$ cat config.mk
export PLATFORM = sky130hd
export DESIGN_NAME = sequenciador_operandos
export DESIGN_NICKNAME = d
export VERILOG_FILES = /design/src/rtl/sequenciador_operandos.sv
export SDC_FILE = /design/constraint.sdc
export NUM_CORES = 1
export LEC_CHECK = 0
export CAP_MARGIN = 5
export CELL_PAD_IN_SITES_DETAIL_PLACEMENT = 0
export CELL_PAD_IN_SITES_GLOBAL_PLACEMENT = 1
export CORE_MARGIN = 2
export CORE_UTILIZATION = 32
export CTS_CLUSTER_DIAMETER = 40
export CTS_CLUSTER_SIZE = 8
export DETAILED_ROUTE_END_ITERATION = 12
export GPL_TIMING_DRIVEN = 0
export PLACE_DENSITY = 0.79
export SKIP_LAST_GASP = 1
export SLEW_MARGIN = 15
export SYNTH_ARGS = -nofsm -noshare
export SYNTH_HDL_FRONTEND = slang
export SYNTH_SLANG_ARGS = --single-unit
$ cat constraint.sdc
create_clock -name clk -period 1.7 [get_ports clk]
set_input_delay 0.34 -clock clk [delete_from_list [all_inputs] [get_ports clk]]
set_output_delay 0.34 -clock clk [all_outputs]
set_load 0.01 [all_outputs]
$ cat src/rtl/sequenciador_operandos.sv
// Operand-entry and result-capture stage around the external 8-bit signed adder.
// Loads A then B on load strobe edges, then captures the sum, the flags and signed overflow.
module sequenciador_operandos #(
  parameter int NUM_BITS = 8,
  parameter int CNT_BITS = 4
) (
  input  logic                clk,
  input  logic                rst_n,
  input  logic [NUM_BITS-1:0] din,
  input  logic                load,
  input  logic                clear,
  output logic [NUM_BITS-1:0] a_out,
  output logic [NUM_BITS-1:0] b_out,
  input  logic [NUM_BITS-1:0] s_in,
  input  logic                z_in,
  input  logic                n_in,
  input  logic                p_in,
  output logic [NUM_BITS-1:0] s_reg,
  output logic                z_reg,
  output logic                n_reg,
  output logic                p_reg,
  output logic                ovf,
  output logic                done,
  output logic [1:0]          state_o,
  output logic [CNT_BITS-1:0] op_count
);

  typedef enum logic [1:0] {
    WAIT_A = 2'd0,
    WAIT_B = 2'd1,
    CALC   = 2'd2,
    SHOW   = 2'd3
  } state_t;

  state_t state, next_state;
  logic   load_q;
  logic   armed;
  logic   load_edge;

  // armed blocks a strobe already high at reset release until it has been seen low
  assign load_edge = load & ~load_q & armed;

  always_ff @(posedge clk or negedge rst_n) begin
    if (!rst_n) state <= WAIT_A;
    else        state <= next_state;
  end

  always_comb begin
    next_state = state;
    if (clear) begin
      next_state = WAIT_A;
    end else begin
      case (state)
        WAIT_A: if (load_edge) next_state = WAIT_B;
        WAIT_B: if (load_edge) next_state = CALC;
        CALC:   next_state = SHOW;
        SHOW:   if (load_edge) next_state = WAIT_B;
        default: next_state = WAIT_A;
      endcase
    end
  end

  always_comb begin
    state_o = state;
  end

  always_ff @(posedge clk or negedge rst_n) begin
    if (!rst_n) begin
      load_q   <= 1'b0;
      armed    <= 1'b0;
      a_out    <= '0;
      b_out    <= '0;
      s_reg    <= '0;
      z_reg    <= 1'b0;
      n_reg    <= 1'b0;
      p_reg    <= 1'b0;
      ovf      <= 1'b0;
      done     <= 1'b0;
      op_count <= '0;
    end else begin
      load_q <= load;
      if (!load) armed <= 1'b1;
      if (clear) begin
        a_out    <= '0;
        b_out    <= '0;
        s_reg    <= '0;
        z_reg    <= 1'b0;
        n_reg    <= 1'b0;
        p_reg    <= 1'b0;
        ovf      <= 1'b0;
        done     <= 1'b0;
        op_count <= '0;
      end else begin
        done <= 1'b0;
        case (state)
          WAIT_A, SHOW: if (load_edge) a_out <= din;
          WAIT_B:       if (load_edge) b_out <= din;
          CALC: begin
            s_reg    <= s_in;
            z_reg    <= z_in;
            n_reg    <= n_in;
            p_reg    <= p_in;
            ovf      <= (a_out[NUM_BITS-1] == b_out[NUM_BITS-1]) &&
                        (s_in[NUM_BITS-1] != a_out[NUM_BITS-1]);
            done     <= 1'b1;
            op_count <= op_count + 1'b1;
          end
          default: ;
        endcase
      end
    end
  end

endmodule

==> impl_metrics.env <==
export IMPL_hold_path_end="done"
export IMPL_clock_sinks=37
export IMPL_cts_resized=0
export IMPL_grt_pass1_vias=1118
export IMPL_htree_levels=2
export IMPL_worstHoldPathType="in2reg"
export IMPL_die_width_um=73.7
export IMPL_synth_flop_cell="dfrtp_1"
export IMPL_syn_inst=148
export IMPL_fin_cells=267
export IMPL_synth_edff_count=0
export IMPL_gp_congestion=0.717
export IMPL_ys_warnings_count=0
export IMPL_fin_skew_ns=0.00398
export IMPL_cp_buffers_inverters=1
export IMPL_fmax_mhz=630
export IMPL_num_rows=25
export IMPL_holdWs_ns=0.408
export IMPL_cp_start_kind="flip-flop"
export IMPL_finalSetupViolCount=0
export IMPL_synthToLayoutAreaGrowth_pct=47.5
export IMPL_pre_cts_ws_ns=0.00866
export IMPL_grt_usage_pct=13.4
export IMPL_slowest_stage="clkdlybuf4s50_1"
export IMPL_wl_per_cell_um=12.9
export IMPL_synth_net_count=174
export IMPL_cpLargestDelayFamily="buffers and inverters"
export IMPL_reg2reg_to="a_out[2]"
export IMPL_io_pins=58
export IMPL_vias=1245
export IMPL_cts_buffers_inserted=5
export IMPL_hold_path_cell_count=2
export IMPL_synthArstFlopShare_pct=100
export IMPL_cp_arrival_ns=1.25
export IMPL_grt_pass1_wl_um=5480
export IMPL_syn_cell_area_um2=1560
export IMPL_clk_insertion_delay_late_ns=0.28
export IMPL_wirelength_um=3430
export IMPL_chipHeight_um=73.7
export IMPL_portBuffers=56
export IMPL_drv_slew=0
export IMPL_yosys_area_top_type="dfrtp_1"
export IMPL_endpoint_kind="output port"
export IMPL_antenna_found_initial=0
export IMPL_reg2regPathDepth=5
export IMPL_grt_max_degree=24
export IMPL_tightestPinTransition_ns=0.404
export IMPL_synthDominantCellAreaShare_pct=59.5
export IMPL_rsz0062_at_grt="no"
export IMPL_critPathMaxStageDelay_ns=0.56
export IMPL_clk_path_buf_depth=2
export IMPL_p_leak_nw=0.986
export IMPL_nets=239
export IMPL_post_drt_via_cell_ratio=4.66
export IMPL_grt_overflow_total=0
export IMPL_drt_iter0_drc=45
export IMPL_drtAntennaViolNets=0
export IMPL_cts_tree="done"
export IMPL_min_period_ns=1.59
export IMPL_drc=0
export IMPL_cp_required_ns=1.36
export IMPL_cap_violations=0
export IMPL_initial_core_util_pct=33.1
export IMPL_outcome="complete, no violations"
export IMPL_fin_util_pct=48.9
export IMPL_hp_start="clear"
export IMPL_avgSynthCellArea_um2=10.5
export IMPL_rr_startpoint="state_o[0]"
export IMPL_irDropWorstVdd_mv=0.474
export IMPL_seq_area_frac_synth_pct=59.5
export IMPL_period_share_pct=93.4
export IMPL_drive_gt1_share_pct=7.04
export IMPL_core_area_um2=4690
export IMPL_cts_root_buf="clkbuf_8"
export IMPL_place_inst=259
export IMPL_crit_fanout=4
export IMPL_clkTransAtPathRegs_ns=0.07
export IMPL_dp_hpwl_um=2430
export IMPL_synth_cell_types=22
export IMPL_first_pass_iters=4
export IMPL_relSlewSlack_pct=72.9
export IMPL_setup_slack_ns=0.112
export IMPL_finalHoldViolations=0
export IMPL_synth_seq_cells=37
export IMPL_path_cells="clkdlybuf4s50_1"
export IMPL_antenna_cells=0
export IMPL_critical_path_class="reg2out"
export IMPL_cp_depth=1
export IMPL_dieArea_um2=5430
export IMPL_synthTopCellsByArea="dfrtp_1 60%, nand2_1 8.4%, mux2i_1 7.7%, a21oi_1 6.1%, nor2_1 4.1%"
export IMPL_ff2ff_setup_slack_ns=0.17
export IMPL_power_density_nw_per_um2=1150
==> repair_timing <==
item                                   CTS  global route
endpoints found under the hold margin   14             0
setup buffers                            0             0
hold buffers                             1             0
==> worst max path at each step <==
stage / start / end / slack, ns
after floorplan: state_o[0] / a_out[0] / 0.34
after global placement: rst_n / a_out[6] / -0.65
after detailed placement: load / a_out[0] / 0.009
after CTS: op_count[0] / op_count[0] / 0.09
after global routing: state_o[0] / a_out[1] / 0.06
final: op_count[0] / op_count[0] / 0.11
==> through the flow <==
stage / cell area [µm²] / setup TNS (ns) / power (W)
6_report: 2290 / 0 / 0.00265
2_1_floorplan: 1560 / 0 / 0.00161
5_1_grt: 2290 / 0 / 0.00282
4_1_cts: 2290 / 0 / 0.00270
3_3_place_gp: 2180 / -24.10 / 0.00205
3_5_place_dp: 2200 / 0 / 0.00207
==> area by class of cell <==
cell class | instances | area, µm²
Multi-Input combinational cell | 101 | 569
Tap cell | 54 | 67.6
Inverter | 2 | 7.51
Buffer | 8 | 52.6
Timing Repair Buffer | 58 | 586
Sequential cell | 37 | 926
Fill cell | 462 | 2400
Clock buffer | 7 | 86.3
==> logic make-up (layout without fill, tap and decap cells) <==
logic type | after synthesis | count (layout) | synth area share [%]
adder cells (fa/ha/maj) | 3 | 3 | 2.41
AND/OR/NAND/NOR | 61 | 61 | 17.2
XOR/XNOR | 3 | 3 | 1.69
multiplexers | 12 | 12 | 7.72
flip-flops | 37 | 37 | 59.5
buffers and inverters | 10 | 75 | 3.86
AO/OA/AOI/OAI | 22 | 22 | 7.56
==> routing by layer <==
metal  vias up  part of all wire [%]  global-route usage [%]
met5         -                     0                       0
met3         5                   6.9                    5.21
met1       579                    46                    17.4
met2        42                    46                    20.5
met4         0                  0.99                    4.24
li1        619                     -                       -
==> synthesized netlist by cell type (all sizes together) (2+ instances only) <==
master	n
nand2	35
dfrtp	37
xor2	2
nor2	17
a21oi	19
nand4b	2
and4b	2
mux2i	12
buf	7
ha	3
inv	2
a21o	2
==> worst reg2reg max path, delay by kind of cell (launching register included) <==
kind	cells	cell delay, ns
AO/OA/AOI/OAI	1	0.07
adder cells (fa/ha/maj)	1	0.33
buffers and inverters	1	0.06
flip-flops	1	0.39
AND/OR/NAND/NOR	2	0.54
==> cell usage in the layout, fill, tap and decap left out, types with 3 or more instances in the layout <==
master           count
buf_4                3
clkdlybuf4s50_1     55
mux2i_1             12
nor2_1              17
buf_2                4
dfrtp_1             37
a21oi_1             19
ha_1                 3
nand2_1             35
clkbuf_8             6
==> report_power, final <==
part	total, W	switching, W	internal [W]
combinational	0.000925	0.000415	0.000510
clock	0.000609	0.000287	0.000322
sequential	0.00111	0.0000923	0.00102
Note: power is estimated with default switching activity, not from simulation.
